--- src/rtl/ctrl_burst_act.sv ---
// Row-activation stage of the DDR controller: tracks open rows per bank and issues
// ACTIVATE/PRECHARGE decisions while honouring tRRD, tFAW and tRP.
package ddr_pkg;
    localparam logic [2:0] RD_R  = 3'd0;
    localparam logic [2:0] RDA_R = 3'd1;
    localparam logic [2:0] WR_R  = 3'd2;
    localparam logic [2:0] WRA_R = 3'd3;
endpackage

module ctrl_burst_act
    import ddr_pkg::*;
#(
    parameter int NUM_BANKS = 16,
    parameter int ROW_W     = 16,
    parameter int tRRD      = 4,
    parameter int tFAW      = 16,
    parameter int tRP       = 11,
    localparam int BANK_W   = $clog2(NUM_BANKS)
) (
    input  logic              CK_t,
    input  logic              reset,
    input  logic              req_valid,
    output logic              req_ready,
    input  logic [2:0]        req_rw,
    input  logic [BANK_W-1:0] req_bank,
    input  logic [ROW_W-1:0]  req_row,
    input  logic              close_all,
    output logic              act_rdy,
    output logic              no_act_rdy,
    output logic [2:0]        act_rw,
    output logic [BANK_W-1:0] act_bank,
    output logic [ROW_W-1:0]  act_row,
    output logic              pre_cmd,
    output logic [BANK_W-1:0] pre_bank
);
    localparam int RRD_W = $clog2(tRRD + 1);
    localparam int FAW_W = (tFAW > 2) ? $clog2(tFAW) : 1;
    localparam int RP_W  = (tRP > 2) ? $clog2(tRP) : 1;

    typedef enum logic [2:0] {
        ACT_IDLE, ACT_DECODE, ACT_HIT, ACT_PRE, ACT_WAIT_RP, ACT_WAIT_TIMING, ACT_CMD
    } act_state_t;

    act_state_t          state;
    logic [NUM_BANKS-1:0] bank_open;
    logic [ROW_W-1:0]    bank_row [NUM_BANKS];
    logic [RRD_W-1:0]    rrd_cnt;
    logic [FAW_W-1:0]    faw_cnt [4];
    logic [RP_W-1:0]     rp_cnt;
    logic                rrd_ok, faw_ok, auto_pre, open_now, hit;
    logic [1:0]          faw_slot;

    // rrd_cnt/faw_cnt are loaded on the edge that raises act_rdy, so a check made in
    // ACT_WAIT_TIMING already accounts for the one-cycle hop into ACT_CMD.
    always_comb begin
        rrd_ok   = rrd_cnt >= RRD_W'(tRRD - 1);
        faw_ok   = 1'b0;
        faw_slot = '0;
        for (int unsigned i = 0; i < 4; i++) begin
            if (faw_cnt[i] == '0 && !faw_ok) begin
                faw_ok   = 1'b1;
                faw_slot = 2'(i);
            end
        end
        auto_pre = (act_rw == RDA_R) || (act_rw == WRA_R);
        open_now = bank_open[act_bank] && !close_all;
        hit      = open_now && (bank_row[act_bank] == act_row);
    end

    always_ff @(posedge CK_t) begin
        if (reset) begin
            state      <= ACT_IDLE;
            req_ready  <= 1'b1;
            act_rdy    <= 1'b0;
            no_act_rdy <= 1'b0;
            pre_cmd    <= 1'b0;
            act_rw     <= '0;
            act_bank   <= '0;
            act_row    <= '0;
            pre_bank   <= '0;
            bank_open  <= '0;
            rrd_cnt    <= RRD_W'(tRRD);
            rp_cnt     <= '0;
            for (int unsigned i = 0; i < NUM_BANKS; i++) bank_row[i] <= '0;
            for (int unsigned i = 0; i < 4; i++) faw_cnt[i] <= '0;
        end else begin
            act_rdy    <= 1'b0;
            no_act_rdy <= 1'b0;
            pre_cmd    <= 1'b0;
            if (rrd_cnt < RRD_W'(tRRD)) rrd_cnt <= rrd_cnt + 1'b1;
            for (int unsigned i = 0; i < 4; i++)
                if (faw_cnt[i] != '0) faw_cnt[i] <= faw_cnt[i] - 1'b1;
            // State-specific bank writes below override this clear (ACT_CMD wins).
            if (close_all) bank_open <= '0;

            case (state)
                ACT_IDLE: begin
                    if (req_valid) begin
                        act_rw    <= req_rw;
                        act_bank  <= req_bank;
                        act_row   <= req_row;
                        req_ready <= 1'b0;
                        state     <= ACT_DECODE;
                    end
                end
                ACT_DECODE: begin
                    if (hit) begin
                        no_act_rdy <= 1'b1;
                        state      <= ACT_HIT;
                    end else if (open_now) begin
                        pre_cmd  <= 1'b1;
                        pre_bank <= act_bank;
                        state    <= ACT_PRE;
                    end else begin
                        state <= ACT_WAIT_TIMING;
                    end
                end
                ACT_HIT: begin
                    if (auto_pre) bank_open[act_bank] <= 1'b0;
                    req_ready <= 1'b1;
                    state     <= ACT_IDLE;
                end
                ACT_PRE: begin
                    bank_open[act_bank] <= 1'b0;
                    rp_cnt <= '0;
                    state  <= ACT_WAIT_RP;
                end
                ACT_WAIT_RP: begin
                    if (rp_cnt == RP_W'(tRP - 2)) state <= ACT_WAIT_TIMING;
                    else rp_cnt <= rp_cnt + 1'b1;
                end
                ACT_WAIT_TIMING: begin
                    if (rrd_ok && faw_ok) begin
                        act_rdy           <= 1'b1;
                        rrd_cnt           <= '0;
                        faw_cnt[faw_slot] <= FAW_W'(tFAW - 1);
                        state             <= ACT_CMD;
                    end
                end
                ACT_CMD: begin
                    bank_open[act_bank] <= !auto_pre;
                    bank_row[act_bank]  <= act_row;
                    req_ready <= 1'b1;
                    state     <= ACT_IDLE;
                end
                default: state <= ACT_IDLE;
            endcase
        end
    end
endmodule
--- config.mk ---
export PLATFORM = sky130hd
export DESIGN_NAME = ctrl_burst_act
export DESIGN_NICKNAME = d
export VERILOG_FILES = /design/src/rtl/ctrl_burst_act.sv
export SDC_FILE = /design/constraint.sdc
export NUM_CORES = 1
export LEC_CHECK = 0
export ABC_AREA = 1
export CAP_MARGIN = 20
export CORE_AREA = 2 2 165 167
export CTS_BUF_LIST = sky130_fd_sc_hd__clkbuf_8
export CTS_CLUSTER_DIAMETER = 40
export DETAILED_ROUTE_END_ITERATION = 8
export DIE_AREA = 0 0 167 169
export GPL_ROUTABILITY_DRIVEN = 0
export PLACE_DENSITY = 0.77
export SLEW_MARGIN = 20
export SYNTH_ARGS = -nofsm -noshare
export SYNTH_HDL_FRONTEND = slang
export SYNTH_SLANG_ARGS = --single-unit
export TNS_END_PERCENT = 5
--- constraint.sdc ---
create_clock -name CK_t -period 5.2 [get_ports CK_t]
set_input_delay 1.3 -clock CK_t [delete_from_list [all_inputs] [get_ports CK_t]]
set_output_delay 1.3 -clock CK_t [all_outputs]
set_load 0.01 [all_outputs]
==> metrics.txt, run 1 <==
status finished clean; Synth top area share 49.3%; largest net degree at the start of global routing 102; Inserted Diodes 0; Synth-to-Final Area Change 11.4%; Via density 5.74; switching power 2520 µW; Congestion Overflow GR 0; Hold Vio Cnt, Final 0; Die Footprint 28200 µm²; syn avg cell area 8.85 µm²; Top-Level Pins 58; via count 12500; Final Cell Area 17400 µm²; worst vdd rail ir drop 0.296 mV; cell area power density 429 nW/µm²; Startpoint Class input pin; Seq/Total Area, Yosys 59.2%; first-pass GRT wire length 62.7 mm; setup bufs post-CTS 0; clk root buf clkbuf_8; Nets 1827; most frequent CP cell buf_4; clock share of power 32.7%; Clock Tree Buf Depth 3; Clock transition at path regs 60 ps; width of the die 167 µm; Yosys warning total 0; buffers added on ports 57; Placed Cells 2075; core box area 26500 µm²; sw frac 33.9%; CP Capture Type flop; total CTS buffers 56; Synth Net Count 1795; fin crit share 69.3%; clk sinks 333; slowest stage delay, CP 720 ps; Detail Route Antenna Nets 0; Synth area leader edfxtp_1; CTS tree yes; final setup violation count 0; final wirelength 41.2 mm; RSZ-0062 raised after global routing no; Max Cap Violations 0; synth unique cells 40; Die Span Y 169 µm; H-Tree Depth 2; Critical Path Fanout Max 17; worst endpoint required time 5410 ps; row cnt 60; Worst Path Class, Setup in -> reg; DRC 0; Detailed Route Iter0 Violations 1389; Global Route Usage Sum 28.9%; sequential power share 42.6%; Slew HR 28.2%; Skew-Pair Late Insertion Delay 590 ps; Critical Path Slowest Stage Cell clkdlybuf4s50_1; final cell count without fillers 2175; initial antenna violation count 0; CTS resizes 0; internal power 4930 µW; Mapped Area 15600 µm²; routed wire length per instance 18.9 µm; top cells by area, synth edfxtp_1 49%, nand2_1 10%, dfxtp_1 9.9%; Fmax 0.278 GHz; crit path DAT 3810 ps; Pre-antenna DRT Iters 6; layout cells sized above 1 6.92%; fin crit period 3600 ps; crit-path cells clkdlybuf4s50_1, nor3_2, buf_4, nand4_1, buf_4, nand2_1; Starting Density 58.8%; synthesis-stage register bit count 333; min-delay worst type reg -> reg; worst slew pin tran 1080 ps; Comb pwr share 24.7%; DP HPWL 25.6 mm; setup TNS 0 ps; Pleak 0.00713 µW; Worst Hold Margin 467 ps; Placed Area 16200 µm²; hold_buf cts 0; max-slew violations 0; Clock Skew 31.8 ps; Synth Instances 1761; vias in the first global route 12000
placed cells by master (no fill, tap or decap), types with 6 or more instances in the layout:
| cell type | count |
|---|---|
| nand2_1 | 432 |
| nor2_1 | 336 |
| edfxtp_1 | 256 |
| nand3_1 | 176 |
| inv_1 | 175 |
| dfxtp_1 | 75 |
| clkbuf_8 | 64 |
| clkdlybuf4s50_1 | 57 |
| o21ai_0 | 37 |
| a21oi_1 | 32 |
| clkinv_1 | 25 |
| o21ai_1 | 19 |
| buf_4 | 19 |
| o211ai_1 | 18 |
| o41ai_1 | 16 |
| o31ai_1 | 10 |
| clkinv_2 | 9 |
| nand3_2 | 8 |
| ha_1 | 7 |
| nand4_1 | 6 |
critical path, delay by kind of cell:
kind	cells	cell delay (ps)
buffers and inverters	3	1380
and+or+nand+nor	3	1110
cell usage after synthesis:
cell,n
xnor2_1,5
nor2_2,1
o21ai_1,19
buf_2,17
clkinv_1,18
nor2_4,2
ha_1,7
nand3_1,176
buf_4,10
edfxtp_1,256
o21ai_0,37
buf_6,15
inv_1,164
o41ai_1,16
nand2_4,2
clkbuf_1,53
and3_1,1
a31oi_1,4
nand4_1,6
o211ai_1,18
nand3_2,8
xor2_1,2
o31ai_1,10
a21oi_1,33
nand2_1,432
nor3_1,5
dfxtp_1,77
buf_1,7
nor4_1,2
a22oi_1,4
o311a_1,1
buf_8,1
a211oi_1,1
o221ai_1,4
nand4_2,2
inv_4,1
inv_2,4
nor3_2,2
nor2_1,337
o2111ai_1,1
worst paths after layout:
| kind | start | endpoint | slack (ps) | depth (start not counted) |
|---|---|---|---|---|
| worst max-delay path | reset | bank_row[1][3] | 1600 | 6 |
| worst min-delay path | pre_bank[3] | pre_bank[3] | 470 | 2 |
| worst max register to register | flop | state[0] | 2060 | 17 |
| worst min register to register | pre_bank[3] | pre_bank[3] | 470 | 2 |
final cells by class:
type | count | area, µm²
Timing Repair Buffer | 77 | 741
Inverter | 187 | 706
Clock buffer | 64 | 881
Multi-Input combinational cell | 1138 | 5090
Tap cell | 341 | 427
Clock inverter | 35 | 289
Sequential cell | 333 | 9230
Fill cell | 2112 | 9130
stage by stage:
step	worst slack (ps)	utilization, %	power, µW
2_1_floorplan	2000	-	4450
3_3_place_gp	1160	61.0	4970
3_5_place_dp	1010	61.0	5020
4_1_cts	1640	65.4	7410
5_1_grt	1470	65.5	7750
6_report	1600	65.5	7460
power by group through the flow:
stage | Sequential, µW | Combinational (µW) | Clock (µW)
4_1_cts | 3170 | 1800 | 2440
6_report | 3180 | 1840 | 2440
3_3_place_gp | 3220 | 1750 | 0
3_5_place_dp | 3230 | 1790 | 0
5_1_grt | 3190 | 1990 | 2560
2_1_floorplan | 3190 | 1260 | 0
kinds of logic (layout without fill, tap and decap cells):
kind of cell             count (synthesis)  in the layout  share of synthesized area (%)
buffers and inverters                  290            363                           8.17
AND/OR/NAND/NOR                        976            976                           25.8
flip-flops                             333            333                           59.2
XOR/XNOR                                 7              7                          0.393
adder cells (fa/ha/maj)                  7              7                          0.562
AO/OA/AOI/OAI                          148            148                           5.85
metal layers:
| layer | vias to the layer above | track usage [%] | share of wire [%] |
|---|---|---|---|
| li1 | 5834 | - | - |
| met1 | 5794 | 34.3 | 37 |
| met2 | 681 | 49.5 | 49 |
| met3 | 171 | 5.70 | 8.9 |
| met4 | 0 | 16.0 | 5.2 |
| met5 | - | 0 | 0 |
registers in the layout, summed over array words and instances (netlist names), named ones only:
name	cells
req_ready	1
rrd_cnt	3
act_row	16
pre_cmd	1
pre_bank	4
bank_row	256
rp_cnt	4
act_rdy	1
no_act_rdy	1
bank_open	16
faw_cnt	16
act_rw	3
act_bank	4
state	3
(Power assumes the default switching activity.)
==> run 2: changes to the inputs <==
CORE_AREA = 2 2 169 171   (was 2 2 165 167)
DIE_AREA = 0 0 171 173   (was 0 0 167 169)
clock period = 3 ns   (was 5.2 ns; I/O delays follow)
==> run 2 against run 1 <==
Largest cell class unchanged. Setup slack worse by 1200 ps. First-iteration DRC count down 5.3%. Cell count up 4.2%. Sequential share of layout area down 1.6 points. Non-clock buffer count up 51. Sequential power up 73%. Wire length up 1.2%.
==> metrics.txt, run 2 (same netlist as run 1, synthesis figures left out) <==
status finished clean; final setup violation count 0 (unchanged); Max Cap Violations 0 (unchanged); reg2reg start act_bank[1]; Final Cell Area 17900 µm² (+3.1%); DP HPWL 26.8 mm (+4.8%); clk sinks 333 (unchanged); clk root buf clkbuf_8; total CTS buffers 55 (-1.8%); worst endpoint required time 3530 ps (-1880 ps); width of the die 171 µm (+2.4%); worst slew pin tran 1130 ps (+51.1 ps); PnR worst setup slack 368 ps (-1230 ps); initial antenna violation count 0 (unchanged); Nets 1877 (+2.7%); Fill cells 2186 (+3.5%); Largest register FFs 256 (unchanged); min-delay worst type reg -> reg; hold path depth 2 (unchanged); row cnt 61 (+1.7%); worst vdd rail ir drop 0.510 mV (+72%); DRC 0 (unchanged); Global Route Usage Sum 28.6% (-0.28 points); Placed Cells 2164 (+4.3%); RSZ-0062 raised after global routing no; largest net degree at the start of global routing 68 (-33%); commonest non-fill, non-tap cell in the layout nand2_1; crit path DAT 3160 ps (-650 ps); setup TNS 0 ps (unchanged); Die Footprint 29600 µm² (+4.8%); Placed Area 16800 µm² (+3.7%); Worst Hold Margin 469 ps (+2.03 ps); final wirelength 41.7 mm (+1.2%); pre-CTS WS 410 ps (-603 ps); Pre-antenna DRT Iters 6 (unchanged); switching power 4430 µW (+76%); largest reg by FF count bank_row; sw frac 34.2% (+0.33 points); clock share of power 31.6% (-1.1 points); most frequent cells in the layout 432 x nand2_1, 337 x nor2_1, 256 x edfxtp_1; CTS resizes 0 (unchanged); Die Span Y 173 µm (+2.4%); Detail Route Antenna Nets 0 (unchanged); via count 12600 (+1.1%); max-slew violations 0 (unchanged); reg-to-reg setup timing slack 370 ps (-1690 ps); Reg2Reg Capture Point pre_bank[1]; Hold Vio Cnt, Final 0 (unchanged); buffers added on ports 57 (unchanged); Starting Density 56.4% (-2.4 points); hold_sp pre_bank[3]; Startpoint Class flop; Inserted Diodes 0 (unchanged); fin crit period 2630 ps; Min-Delay Endpoint pre_bank[3]; Detailed Route Iter0 Violations 1315 (-5.3%); Via density 5.56 (-3.0%); Skew-Pair Late Insertion Delay 610 ps (+20 ps); setup bufs post-CTS 0 (unchanged); Slew HR 24.5% (-3.7 points); final cell count without fillers 2267 (+4.2%); vias in the first global route 12300 (+2.0%); Clock Skew 46.6 ps (+14.8 ps); Top-Level Pins 58 (unchanged); Clock Tree Buf Depth 3 (unchanged); core box area 27600 µm² (+4.3%); Pleak 0.00741 µW (+3.9%); internal power 8540 µW (+73%); Worst Path Class, Setup reg -> reg; H-Tree Depth 2 (unchanged); Critical Path Fanout Max 12 (-5); fin crit share 87.7%; sequential power share 42.3% (-0.3 points); Synth-to-Final Area Change 14.9%; CP Capture Type flop; Comb pwr share 26.1% (+1.4 points); Clock transition at path regs 60 ps (about the same); first-pass GRT wire length 65.0 mm (+3.7%); layout cells sized above 1 9.48% (+2.6 points); Congestion Overflow GR 0 (unchanged); hold_buf cts 0 (unchanged); cell area power density 724 nW/µm² (+69%); worst reg-to-reg path cell count 9 (-8); CTS tree yes; Fmax 0.380 GHz; routed wire length per instance 18.4 µm (-2.9%)
-- run 2: cell types whose count changed in the layout (fill, tap and decap cells not counted) --
cell        delta
buf_16         -1
inv_6          +1
inv_2          +1
clkinvlp_4     +1
clkinv_2       +1
buf_4         +39
buf_12        +13
bufinv_16      -2
nor2_2         -1
nor2_1         +1
inv_1          +2
-- run 2: cell type report --
cell class | instances | area [µm²] | share of cell area (%)
Sequential cell | 333 | 9230 | 51.6
Multi-Input combinational cell | 1138 | 5090 | 28.4
Timing Repair Buffer | 128 | 1270 | 7.07
Clock buffer | 64 | 881 | 4.92
Inverter | 187 | 704 | 3.93
Tap cell | 378 | 473 | 2.64
Clock inverter | 39 | 263 | 1.47
-- run 2: metrics by stage --
| stage | util [%] | power [µW] |
|---|---|---|
| after floorplan | - | 7720 |
| after global placement | 60.7 | 8800 |
| after detailed placement | 60.7 | 8890 |
| after CTS | 64.8 | 12900 |
| after global routing | 64.8 | 13500 |
| final | 64.8 | 13000 |
-- run 2: worst max path at each step --
stage,from,endpoint,slack (ps),cells after the start
global route,act_bank[1],pre_bank[3],160,9
floorplan,reset,bank_row[0][0],350,6
CTS,act_bank[1],pre_bank[1],410,9
detailed placement,close_all,state[1],410,6
finish,act_bank[1],pre_bank[1],370,9
global placement,close_all,state[1],440,6
-- run 2: worst max-delay path, stage by stage, from the launching register on --
cell and delay [ps]:
dfxtp_1 360, inv_1 480, nand2_1 360, o221ai_1 280, nand2_1 80, nand2_1 90, o21ai_1 150, nor3_2 430
nand3_1 140, a21oi_1 180
-- run 2: metal layers --
metal / global-route usage (%) / wire (µm) / part of all wire (%) / vias up
met5: 0 / 0 / 0 / -
met4: 13.9 / 1970 / 4.7 / 0
met3: 4.44 / 3420 / 8.2 / 140
met2: 47.7 / 20500 / 49 / 589
met1: 36.3 / 15800 / 38 / 5954
li1: - / - / - / 5932
-- run 2: power groups by stage --
stage / clock network (µW) / logic [µW] / registers, µW
2_1_floorplan: 0 / 2190 / 5530
3_5_place_dp: 0 / 3310 / 5580
3_3_place_gp: 0 / 3230 / 5560
6_report: 4100 / 3380 / 5490
5_1_grt: 4330 / 3680 / 5510
4_1_cts: 4130 / 3340 / 5480
==> run 3: changes to the inputs <==
ABC_AREA = default   (was 1)
CORE_AREA = 2 2 167 169   (was 2 2 169 171)
DIE_AREA = 0 0 169 171   (was 0 0 171 173)
PLACE_DENSITY = 0.78   (was 0.77)
==> run 3 against run 2 <==
The run now ends with setup timing left. Fmax is 15% lower. Cell count is 25% lower. Register-to-register slack worse by 450 ps. First-iteration DRC count is 27% lower.
==> metrics.txt, run 3 <==
crit path DAT 3530 ps (+370 ps); routed wire length per instance 22.1 µm (+20%); Synth Net Count 1222 (-32%); Synth Flop Type edfxtp_1; max-slew violations 0 (unchanged); Via density 5.86 (+5.3%); largest reg by FF count bank_row; most frequent cells in the layout 261 x and2_1, 256 x edfxtp_1, 89 x buf_4; clk sinks 333 (unchanged); Synth-to-Final Area Change 16.6%; Clock transition at path regs 60 ps (about the same); row cnt 61 (unchanged); Top-Level Pins 58 (unchanged); Reg2Reg Capture Point state[0]; synth unique cells 54 (+35%); initial antenna violation count 1 (+1); Starting Density 55.9% (-0.50 points); via count 9931 (-21%); Inserted Diodes 0 (unchanged); Skew-Pair Late Insertion Delay 590 ps (-20 ps); hold path depth 2 (unchanged); largest net degree at the start of global routing 52 (-24%); Min-Delay Endpoint act_rw[1]; count leader, synth and2_1; Detail Route Antenna Nets 0 (unchanged); Detailed Route Iter0 Violations 956 (-27%); worst endpoint required time 3440 ps (-90 ps); Startpoint Class flop; Max Cap Violations 0 (unchanged); RSZ-0062 raised after global routing yes; fin crit share 103% (+15 points); EDFF count, synth 256 (unchanged); PnR worst setup slack -84.1 ps (-453 ps); Mapped Area 15300 µm² (-2.0%); commonest non-fill, non-tap cell in the layout and2_1; DP HPWL 24.0 mm (-11%); first-pass GRT wire length 58.1 mm (-11%); CTS tree yes; final wirelength 37.5 mm (-10%); min-delay worst type reg -> reg; Placed Area 16700 µm² (-0.22%); Hold Vio Cnt, Final 0 (unchanged); failing checks setup timing; fin crit period 3080 ps (+453 ps); vias in the first global route 10200 (-17%); status finished, violations left; Pleak 0.00658 µW (-11%); top cells by count, synth 261 x and2_1, 256 x edfxtp_1, 77 x dfxtp_1; Seq/Total Area, Yosys 60.4% (+1.2 points); Pre-antenna DRT Iters 5 (-1); width of the die 169 µm (-1.2%); Die Footprint 28900 µm² (-2.3%); Slew HR 56.1% (+32 points); Synth Instances 1188 (-33%); syn avg cell area 12.9 µm² (+45%); Nets 1341 (-29%); final setup violation count 5 (+5); total CTS buffers 53 (-3.6%); Worst Path Class, Setup reg -> reg; Final Cell Area 17800 µm² (-0.55%); pre-CTS WS -307 ps (-717 ps); H-Tree Depth 2 (unchanged); hold_sp act_rw[1]; clk root buf clkbuf_8; Fmax 0.324 GHz (-15%); Synth top area share 50.3% (+0.99 points); worst slew pin tran 658 ps (-471 ps); Largest register FFs 256 (unchanged); core box area 27300 µm² (-1.1%); layout cells sized above 1 19.4% (+9.9 points); synthesis-stage register bit count 333 (unchanged); Synth area leader edfxtp_1; ys async rst share 0% (unchanged); worst vdd rail ir drop 0.614 mV (+20%); top cells by area, synth edfxtp_1 50%, and2_1 11%, dfxtp_1 10%; reg-to-reg setup timing slack -80 ps (-450 ps); Congestion Overflow GR 0 (unchanged); Clock Tree Buf Depth 3 (unchanged); CP Capture Type flop; Clock Skew 23.2 ps (-23.4 ps); cell area power density 655 nW/µm² (-9.5%); Critical Path Fanout Max 9 (-3); worst reg-to-reg path cell count 9 (unchanged); Global Route Usage Sum 26.8% (-1.8 points); Yosys warning total 0 (unchanged); Die Span Y 171 µm (-1.2%); buffers added on ports 57 (unchanged); DRC 0 (unchanged)
run 3: layout make-up:
cell class	instances	area, µm²
fillers	1958	9510
flip-flops and latches	333	9240
multi-input cells	747	5680
clock inverters	40	188
repair buffers	157	1430
well taps	346	433
clock buffers	57	785
inverters	15	56.3
run 3: where the power goes:
part | total, µW | switching (µW) | internal [µW]
Clock | 3560 | 1730 | 1830
Combinational | 2510 | 1340 | 1170
Sequential | 5600 | 341 | 5260
Total | 11700 | 3410 | 8260
run 3: logic make-up (layout without fill, tap and decap cells):
kind of cell               after synthesis  in the layout  share of synthesized area, %
DFF                                    333            333                          60.4
AOI/OAI and AO/OA                      129            129                          4.96
and+or+nand+nor                        464            464                          17.1
xor gates and xnor gates                35             35                          2.01
adders and majority gates                7              7                         0.573
buffers and inverters                  108            269                          2.93
muxes                                  112            112                          12.0
run 3: how the worst max path moves through the flow:
stage          startpoint               to  slack, ps  depth (start not counted)
6_report             flop         state[0]        -80                          9
5_1_grt              flop         state[0]       -190                          9
4_1_cts              flop         state[0]        -30                          8
3_3_place_gp         flop         state[0]       -330                         10
3_5_place_dp         flop         state[0]       -310                         10
2_1_floorplan       reset  bank_row[13][0]       -100                          5
run 3: layer usage:
metal,global-route usage (%),vias to the layer above,wire length (µm)
met2,45.0,463,18300
met4,10.7,0,1390
met5,0,-,0
li1,-,4508,-
met1,35.5,4868,14900
met3,4.02,92,2990
run 3: repair_timing:
action | CTS | global route
cloned | 0 | 0
buffers inserted | 8 | 0
gates resized for setup | 16 | 1
pin swaps | 2 | 1
endpoints found under the setup margin | 7 | 7
endpoints found under the hold margin | 0 | 0
hold buffers | 0 | 0
run 3: critical path: stages (launching register included):
cell,delay [ps]
dfxtp_4,390
buf_12,150
mux4_2,500
mux2i_1,250
xor2_1,210
a41oi_2,170
or4_4,580
or4_4,480
o21ai_2,160
o21ai_1,70
run 3: through the flow:
| stage | util [%] | power, µW | hold WS [ps] | TNS (ps) | std cells |
|---|---|---|---|---|---|
| 2_1_floorplan | - | 7200 | 457 | -14530 | 1188 |
| 3_3_place_gp | 61.2 | 8040 | 445 | -1130 | 1591 |
| 3_5_place_dp | 61.2 | 8120 | 453 | -1210 | 1591 |
| 6_report | 65.2 | 11700 | 462 | -263 | 1695 |
| 4_1_cts | 65.2 | 11700 | 464 | -117 | 1695 |
| 5_1_grt | 65.2 | 12200 | 486 | -949 | 1695 |
